[config.mk]
export PLATFORM = sky130hd
export DESIGN_NAME = reorder_buffer_flat
export DESIGN_NICKNAME = d
export VERILOG_FILES = /design/src/rtl/reorder_buffer_if.sv /design/src/rtl/reorder_buffer.sv /design/src/flat_wrapper.sv
export SDC_FILE = /design/constraint.sdc
export NUM_CORES = 1
export LEC_CHECK = 0
export CAP_MARGIN = 20
export CORE_AREA = 2 2 285 287
export CTS_CLUSTER_DIAMETER = 30
export DETAILED_ROUTE_END_ITERATION = 12
export DIE_AREA = 0 0 287 289
export GPL_TIMING_DRIVEN = 0
export PLACE_DENSITY_LB_ADDON = 0.05
export SYNTH_ARGS = -nofsm -noshare
export SYNTH_HDL_FRONTEND = slang
export SYNTH_SLANG_ARGS = --single-unit
export TNS_END_PERCENT = 20
[constraint.sdc]
create_clock -name clk_in -period 4.8 [get_ports clk_in]
set_input_delay 0.96 -clock clk_in [delete_from_list [all_inputs] [get_ports clk_in]]
set_output_delay 0.96 -clock clk_in [all_outputs]
set_load 0.1 [all_outputs]
[src/rtl/reorder_buffer_if.sv]
// rtl/reorder_buffer_if.sv - issue/CDB/commit bundle between the core and the reorder buffer
interface reorder_buffer_if #(
  parameter int ROB_WIDTH_BIT = 4
);
  logic                     alloc_valid;
  logic [4:0]               alloc_rd;
  logic                     alloc_ready;
  logic [ROB_WIDTH_BIT-1:0] alloc_rob_id;
  logic [4:0]               set_dep_reg_id;
  logic [ROB_WIDTH_BIT-1:0] set_dep_rob_id;
  logic                     wb_valid;
  logic [ROB_WIDTH_BIT-1:0] wb_rob_id;
  logic [31:0]              wb_val;
  logic [ROB_WIDTH_BIT-1:0] query_id1;
  logic [ROB_WIDTH_BIT-1:0] query_id2;
  logic                     query_ready1;
  logic                     query_ready2;
  logic [31:0]              query_val1;
  logic [31:0]              query_val2;
  logic [4:0]               set_reg_id;
  logic [31:0]              set_val;
  logic [ROB_WIDTH_BIT-1:0] set_reg_on_rob_id;

  // Issue/CDB/register-file side
  modport master (
    output alloc_valid, alloc_rd, wb_valid, wb_rob_id, wb_val, query_id1, query_id2,
    input  alloc_ready, alloc_rob_id, set_dep_reg_id, set_dep_rob_id,
           query_ready1, query_ready2, query_val1, query_val2,
           set_reg_id, set_val, set_reg_on_rob_id
  );

  // Reorder buffer side
  modport slave (
    input  alloc_valid, alloc_rd, wb_valid, wb_rob_id, wb_val, query_id1, query_id2,
    output alloc_ready, alloc_rob_id, set_dep_reg_id, set_dep_rob_id,
           query_ready1, query_ready2, query_val1, query_val2,
           set_reg_id, set_val, set_reg_on_rob_id
  );
endinterface

[src/rtl/reorder_buffer.sv]
// rtl/reorder_buffer.sv - circular in-order reorder buffer; optional ROB_COMMIT_BYPASS_EN
module reorder_buffer #(
  parameter int ROB_WIDTH_BIT = 4
) (
  input  logic            clk_in,
  input  logic            rst_n_in,
  input  logic            rdy_in,
  input  logic            flush_in,
  reorder_buffer_if.slave bus
);
  localparam int DEPTH = 1 << ROB_WIDTH_BIT;

  typedef logic [ROB_WIDTH_BIT-1:0] idx_t;
  typedef logic [ROB_WIDTH_BIT:0]   cnt_t;

  localparam cnt_t FULL = cnt_t'(DEPTH);

  logic [DEPTH-1:0] busy;
  logic [DEPTH-1:0] ready;
  logic [4:0]       rd  [DEPTH];
  logic [31:0]      val [DEPTH];
  idx_t             head;
  idx_t             tail;
  cnt_t             count;

  logic             accept;
  logic             commit;
  logic             wb_hit;
  logic [31:0]      commit_val;
  logic             q1_hit;
  logic             q2_hit;

  // A CDB result only lands on an entry that is still in flight
  assign wb_hit = bus.wb_valid && busy[bus.wb_rob_id];

`ifdef ROB_COMMIT_BYPASS_EN
  logic head_wb_hit;
  assign head_wb_hit = wb_hit && (bus.wb_rob_id == head);
  // Head may retire on the very cycle its result shows up on the CDB
  assign commit     = rdy_in && !flush_in && busy[head] && (ready[head] || head_wb_hit);
  assign commit_val = ready[head] ? val[head] : bus.wb_val;
`else
  assign commit     = rdy_in && !flush_in && busy[head] && ready[head];
  assign commit_val = val[head];
`endif

  // Allocation handshake and rename port; full blocks even when a commit frees a slot
  always_comb begin
    bus.alloc_ready    = rdy_in && !flush_in && (count != FULL);
    accept             = bus.alloc_valid && bus.alloc_ready;
    bus.alloc_rob_id   = tail;
    bus.set_dep_rob_id = tail;
    bus.set_dep_reg_id = accept ? bus.alloc_rd : 5'd0;
  end

  // Commit port, zeroed whenever the head does not retire this cycle
  always_comb begin
    bus.set_reg_id        = 5'd0;
    bus.set_val           = 32'd0;
    bus.set_reg_on_rob_id = '0;
    if (commit) begin
      bus.set_reg_id        = rd[head];
      bus.set_val           = commit_val;
      bus.set_reg_on_rob_id = head;
    end
  end

  // Operand queries, with a same-cycle bypass from the CDB
  always_comb begin
    q1_hit           = bus.wb_valid && (bus.wb_rob_id == bus.query_id1) && busy[bus.query_id1];
    q2_hit           = bus.wb_valid && (bus.wb_rob_id == bus.query_id2) && busy[bus.query_id2];
    bus.query_ready1 = (busy[bus.query_id1] && ready[bus.query_id1]) || q1_hit;
    bus.query_ready2 = (busy[bus.query_id2] && ready[bus.query_id2]) || q2_hit;
    bus.query_val1   = q1_hit ? bus.wb_val : val[bus.query_id1];
    bus.query_val2   = q2_hit ? bus.wb_val : val[bus.query_id2];
  end

  // Entry state and pointers: writeback, then retire (also drops ready so a freed
  // entry never looks complete), then allocate; paused cycles change nothing
  always_ff @(posedge clk_in or negedge rst_n_in) begin
    if (!rst_n_in) begin
      busy  <= '0;
      ready <= '0;
      head  <= '0;
      tail  <= '0;
      count <= '0;
      for (int i = 0; i < DEPTH; i++) begin
        rd[i]  <= '0;
        val[i] <= '0;
      end
    end else if (rdy_in) begin
      if (flush_in) begin
        busy  <= '0;
        ready <= '0;
        head  <= '0;
        tail  <= '0;
        count <= '0;
      end else begin
        if (wb_hit) begin
          ready[bus.wb_rob_id] <= 1'b1;
          val[bus.wb_rob_id]   <= bus.wb_val;
        end
        if (commit) begin
          busy[head]  <= 1'b0;
          ready[head] <= 1'b0;
          head        <= head + idx_t'(1);
        end
        if (accept) begin
          busy[tail]  <= 1'b1;
          ready[tail] <= 1'b0;
          rd[tail]    <= bus.alloc_rd;
          tail        <= tail + idx_t'(1);
        end
        count <= count + cnt_t'(accept) - cnt_t'(commit);
      end
    end
  end
endmodule

[src/flat_wrapper.sv]
// flat-port wrapper written by rule: the top's interface ports become plain ports
module reorder_buffer_flat 
#(
  parameter int ROB_WIDTH_BIT = 4
)
  (clk_in, rst_n_in, rdy_in, flush_in, bus_alloc_valid, bus_alloc_rd, bus_wb_valid, bus_wb_rob_id, bus_wb_val, bus_query_id1, bus_query_id2, bus_alloc_ready, bus_alloc_rob_id, bus_set_dep_reg_id, bus_set_dep_rob_id, bus_query_ready1, bus_query_ready2, bus_query_val1, bus_query_val2, bus_set_reg_id, bus_set_val, bus_set_reg_on_rob_id);
  reorder_buffer_if #(.ROB_WIDTH_BIT(ROB_WIDTH_BIT)) bus_i ();
  input  logic clk_in;
  input  logic rst_n_in;
  input  logic rdy_in;
  input  logic flush_in;
  input wire logic [$bits(bus_i.alloc_valid)-1:0] bus_alloc_valid;
  input wire logic [$bits(bus_i.alloc_rd)-1:0] bus_alloc_rd;
  input wire logic [$bits(bus_i.wb_valid)-1:0] bus_wb_valid;
  input wire logic [$bits(bus_i.wb_rob_id)-1:0] bus_wb_rob_id;
  input wire logic [$bits(bus_i.wb_val)-1:0] bus_wb_val;
  input wire logic [$bits(bus_i.query_id1)-1:0] bus_query_id1;
  input wire logic [$bits(bus_i.query_id2)-1:0] bus_query_id2;
  output wire logic [$bits(bus_i.alloc_ready)-1:0] bus_alloc_ready;
  output wire logic [$bits(bus_i.alloc_rob_id)-1:0] bus_alloc_rob_id;
  output wire logic [$bits(bus_i.set_dep_reg_id)-1:0] bus_set_dep_reg_id;
  output wire logic [$bits(bus_i.set_dep_rob_id)-1:0] bus_set_dep_rob_id;
  output wire logic [$bits(bus_i.query_ready1)-1:0] bus_query_ready1;
  output wire logic [$bits(bus_i.query_ready2)-1:0] bus_query_ready2;
  output wire logic [$bits(bus_i.query_val1)-1:0] bus_query_val1;
  output wire logic [$bits(bus_i.query_val2)-1:0] bus_query_val2;
  output wire logic [$bits(bus_i.set_reg_id)-1:0] bus_set_reg_id;
  output wire logic [$bits(bus_i.set_val)-1:0] bus_set_val;
  output wire logic [$bits(bus_i.set_reg_on_rob_id)-1:0] bus_set_reg_on_rob_id;
  assign bus_i.alloc_valid = bus_alloc_valid;
  assign bus_i.alloc_rd = bus_alloc_rd;
  assign bus_i.wb_valid = bus_wb_valid;
  assign bus_i.wb_rob_id = bus_wb_rob_id;
  assign bus_i.wb_val = bus_wb_val;
  assign bus_i.query_id1 = bus_query_id1;
  assign bus_i.query_id2 = bus_query_id2;
  assign bus_alloc_ready = bus_i.alloc_ready;
  assign bus_alloc_rob_id = bus_i.alloc_rob_id;
  assign bus_set_dep_reg_id = bus_i.set_dep_reg_id;
  assign bus_set_dep_rob_id = bus_i.set_dep_rob_id;
  assign bus_query_ready1 = bus_i.query_ready1;
  assign bus_query_ready2 = bus_i.query_ready2;
  assign bus_query_val1 = bus_i.query_val1;
  assign bus_query_val2 = bus_i.query_val2;
  assign bus_set_reg_id = bus_i.set_reg_id;
  assign bus_set_val = bus_i.set_val;
  assign bus_set_reg_on_rob_id = bus_i.set_reg_on_rob_id;
  reorder_buffer #(.ROB_WIDTH_BIT(ROB_WIDTH_BIT)) u_core (.clk_in(clk_in), .rst_n_in(rst_n_in), .rdy_in(rdy_in), .flush_in(flush_in), .bus(bus_i));
endmodule
==> results.tsv <==
stage	metric	value	unit
route	via_per_inst	6.74	
sta	worst_pin_slew	1200	ps
route	routed_wl	138000	um
yosys	yosys.area.top_type	dfrtp_1	
global_route	use_met3	9.70	%
power_and_ir_drop	peakVddDrop	0.402	mV
yosys	synthSimpleGateAreaFrac	2.64	%
placement	gp_congestion	0.920	
global_route	grt_start_max_net_pins	120	
sta	hold_viol	0	
placement	portBuffers	168	
yosys	synthMuxAreaShare	50.3	%
global_route	grt_pass1_wl	198000	um
yosys	synth_top_family_by_area	multiplexers	
sta	drv_slew	0	
placement	place_area	42100	um^2
power_and_ir_drop	leakage	21.8	nW
floorplan	die_height	289	um
yosys	netlist.area_leader.share	41.1	%
yosys	synthTopCellsByArea	dfrtp_1, mux4_2, mux2_2	
yosys	synth_xor_area_share	0.226	%
sta	max_slew_margin	19.8	%
clocking	cts_tree	yes	
placement	dp_cells	3656	
worst_setup_path	path_delay_family	buffers and inverters	
worst_setup_path	path_max_fanout	10	
worst_setup_path	critPathBufInv	4	
worst_setup_path	criticalPathCategory	input pin to output port	
global_route	antenna_found_initial	6	
clocking	clkSlewWorstSetupHoldPaths	40	ps
floorplan	initial_core_util	48.5	%
clocking	cts_htree_levels	4	
worst_setup_path	cp-start-kind	input pin	
floorplan	die-area	82900	um^2
route	antenna_left	0	
yosys	async_flop_share	100	%
route	vias	26800	
global_route	grt_pass1_vias	28400	
global_route	globalRouteMet2Util	51.5	%
yosys	yosysSeqAreaShare	41.1	%
yosys	synth_area	38800	um^2
clocking	cts_setup_buffers	0	
clocking	holdBufCountCts	0	
yosys	synth-compound-area-share	1.70	%
yosys	synth_warnings	0	
worst_setup_path	max_stage_delay	610	ps
yosys	synth_most_common_cell	mux2_2	
yosys	ys_ff_latch	637	
floorplan	rows	104	
worst_setup_path	worst_setup_path_end_kind	output port	
sta	max_freq	208	MHz
floorplan	num_io_pins	176	
sta	setup_viol	0	
placement	dp_hpwl	91100	um
clocking	insertion_delay	750	ps
worst_setup_path	critical_path.cell_chain	buf_2, clkbuf_2, clkdlybuf4s15_2, mux4_2, mux4_2, mux2_2, buf_2	
run	cap_violations	0	
yosys	synth_common_cells	mux2_2, dfrtp_1, mux4_2, clkbuf_1, buf_2	
global_route	grtUsageMet1	45.3	%
worst_setup_path	cp.required	3840	ps
finish	drive_gt1_share	61.2	%
finish	final_area	47900	um^2
power_and_ir_drop	power_density	405	nW/um^2
global_route	busiest_layer	met2	
run_status	status	finished, final reports clean	
clocking	cts_root_buf	clkbuf_16	
finish	final_cell_count_no_fill	3980	
hold_path	hp-class	input pin to asynchronous set/reset pin	
yosys	synth_fa_ha_area_share	0.504	%
yosys	synth_ff_type	dfrtp_1	
route	drtPass1Iterations	6	
yosys	synth.distinct_cells	57	
floorplan	coreArea	79900	um^2
route	wl_per_cell	34.6	um
route	route.detailed.drc	0	
yosys	synth-edff-count	0	
route	drt_iter0_drc	2550	
sta	finClkSkew	22.3	ps
worst_setup_path	cp_slowest_cell	clkdlybuf4s15_2	
finish	nets	2842	
clocking	cts_made_buffers	171	
floorplan	dieWidth	287	um
global_route	grt_overflow	0	
yosys	postSynthCellCount	2412	
worst_setup_path	critPathArrivalTime	3840	ps
global_route	grt.total_usage	33.8	%
sta	rsz0062_at_grt	yes	
finish	area_growth	23.6	%
sta	fin_crit_sh	99.9	%
yosys	syn-num-nets	2482	
sta	holdWs	254	ps
clocking	cts.sinks	637	
sta	finalCriticalPeriod	4800	ps
yosys	syn_avg_cell_area	16.1	um^2
clocking	cts_max_path_buffers	3	
[cell families (layout without fill, tap and decap cells)]
family                     Yosys count  in the layout
muxes                             1197           1197
DFF                                637            637
buffers and inverters              263            767
and+or+nand+nor                    191            191
AOI/OAI and AO/OA                   99             99
adders and majority gates           15             15
xor gates and xnor gates            10             10
other                                0              4
[final cells by class]
| type | count | area, um^2 |
|---|---|---|
| fillers | 6177 | 32000 |
| flip-flops and latches | 637 | 15900 |
| clock inverters | 79 | 986 |
| plain buffers | 247 | 1520 |
| inverters | 16 | 63.8 |
| well taps | 1060 | 1330 |
| clock buffers | 238 | 4910 |
| diodes | 4 | 10.0 |
| multi-input cells | 1512 | 21500 |
| repair buffers | 187 | 1670 |
[layout by cell type, fill, tap and decap left out, types with 5 or more instances in the layout]
cell type,n
inv_6,7
buf_2,110
xor2_1,6
nor3_1,6
clkdlybuf4s50_1,52
bufinv_16,18
and3_1,40
clkinvlp_4,8
clkbuf_1,105
mux2_1,10
mux2_2,646
o21ai_0,19
a221o_1,6
a2bb2oi_1,7
a21oi_1,32
ha_1,14
inv_1,14
buf_16,5
mux4_2,533
a21o_1,8
buf_4,85
clkinv_2,39
clkbuf_4,8
clkbuf_2,25
buf_6,35
buf_8,16
nand2_1,51
clkbuf_8,34
dfrtp_1,637
clkdlybuf4s15_2,15
clkbuf_16,173
and2_1,6
nand3_1,18
mux2i_1,7
nor2_1,37
[power by group]
| part | switching [mW] | internal, mW |
|---|---|---|
| Combinational | 1.27 | 0.822 |
| Clock | 3.53 | 8.04 |
| Sequential | 0.159 | 5.57 |
| Total | 4.96 | 14.4 |
[per-layer routing]
metal / routed length, um / vias to the layer above / share of wire, %
met2: 64000 / 1472 / 47
met1: 55200 / 14500 / 40
met5: 38 / - / 0.028
met4: 6110 / 6 / 4.4
met3: 12200 / 381 / 8.9
li1: - / 10500 / -
[final timing paths]
path / start / slack (ps) / depth (start not counted) / endpoint
hold reg to reg: u_core.rd[6] / 500 / 1 / u_core.rd[6]
setup / recovery: bus_query_id1[1] / 4 / 7 / bus_query_val1[17]
max in group asynchronous: rst_n_in / 2230 / 4 / u_core.rd[65]
setup reg to reg: u_core.head[0] / 350 / 21 / u_core.count[4]
hold / removal: rst_n_in / 250 / 1 / u_core.val[465]
min in group clk_in: u_core.rd[6] / 500 / 1 / u_core.rd[6]
[state kept, by name (all words and copies together) (netlist names)]
| name | count |
|---|---|
| u_core.val | 512 |
| u_core.rd | 80 |
| u_core.bus.alloc_rob_id | 4 |
| u_core.head | 4 |
| u_core.count | 5 |
| u_core.busy | 16 |
| u_core.ready | 16 |
[through the flow]
stage | total power [mW] | TNS [ps] | setup WS, ps | utilization, %
final | 19.4 | 0 | 3.82 | 59.9
after global placement | 7.82 | - | -25860 | 52.3
after detailed placement | 7.89 | -120270 | -1620 | 52.7
after floorplan | 7.09 | 0 | 641 | -
after global routing | 20.0 | -0.834 | -0.834 | 59.9
after CTS | 19.5 | -88.1 | -88.1 | 60.0
[timing repair]
| item | 4_1_cts | 5_1_grt |
|---|---|---|
| pin swaps | 0 | 0 |
| gates cloned | 1 | 0 |
| gates resized for setup | 686 | 29 |
| setup endpoints to repair | 112 | 69 |
No activity file was read; power rests on OpenSTA's default activity.
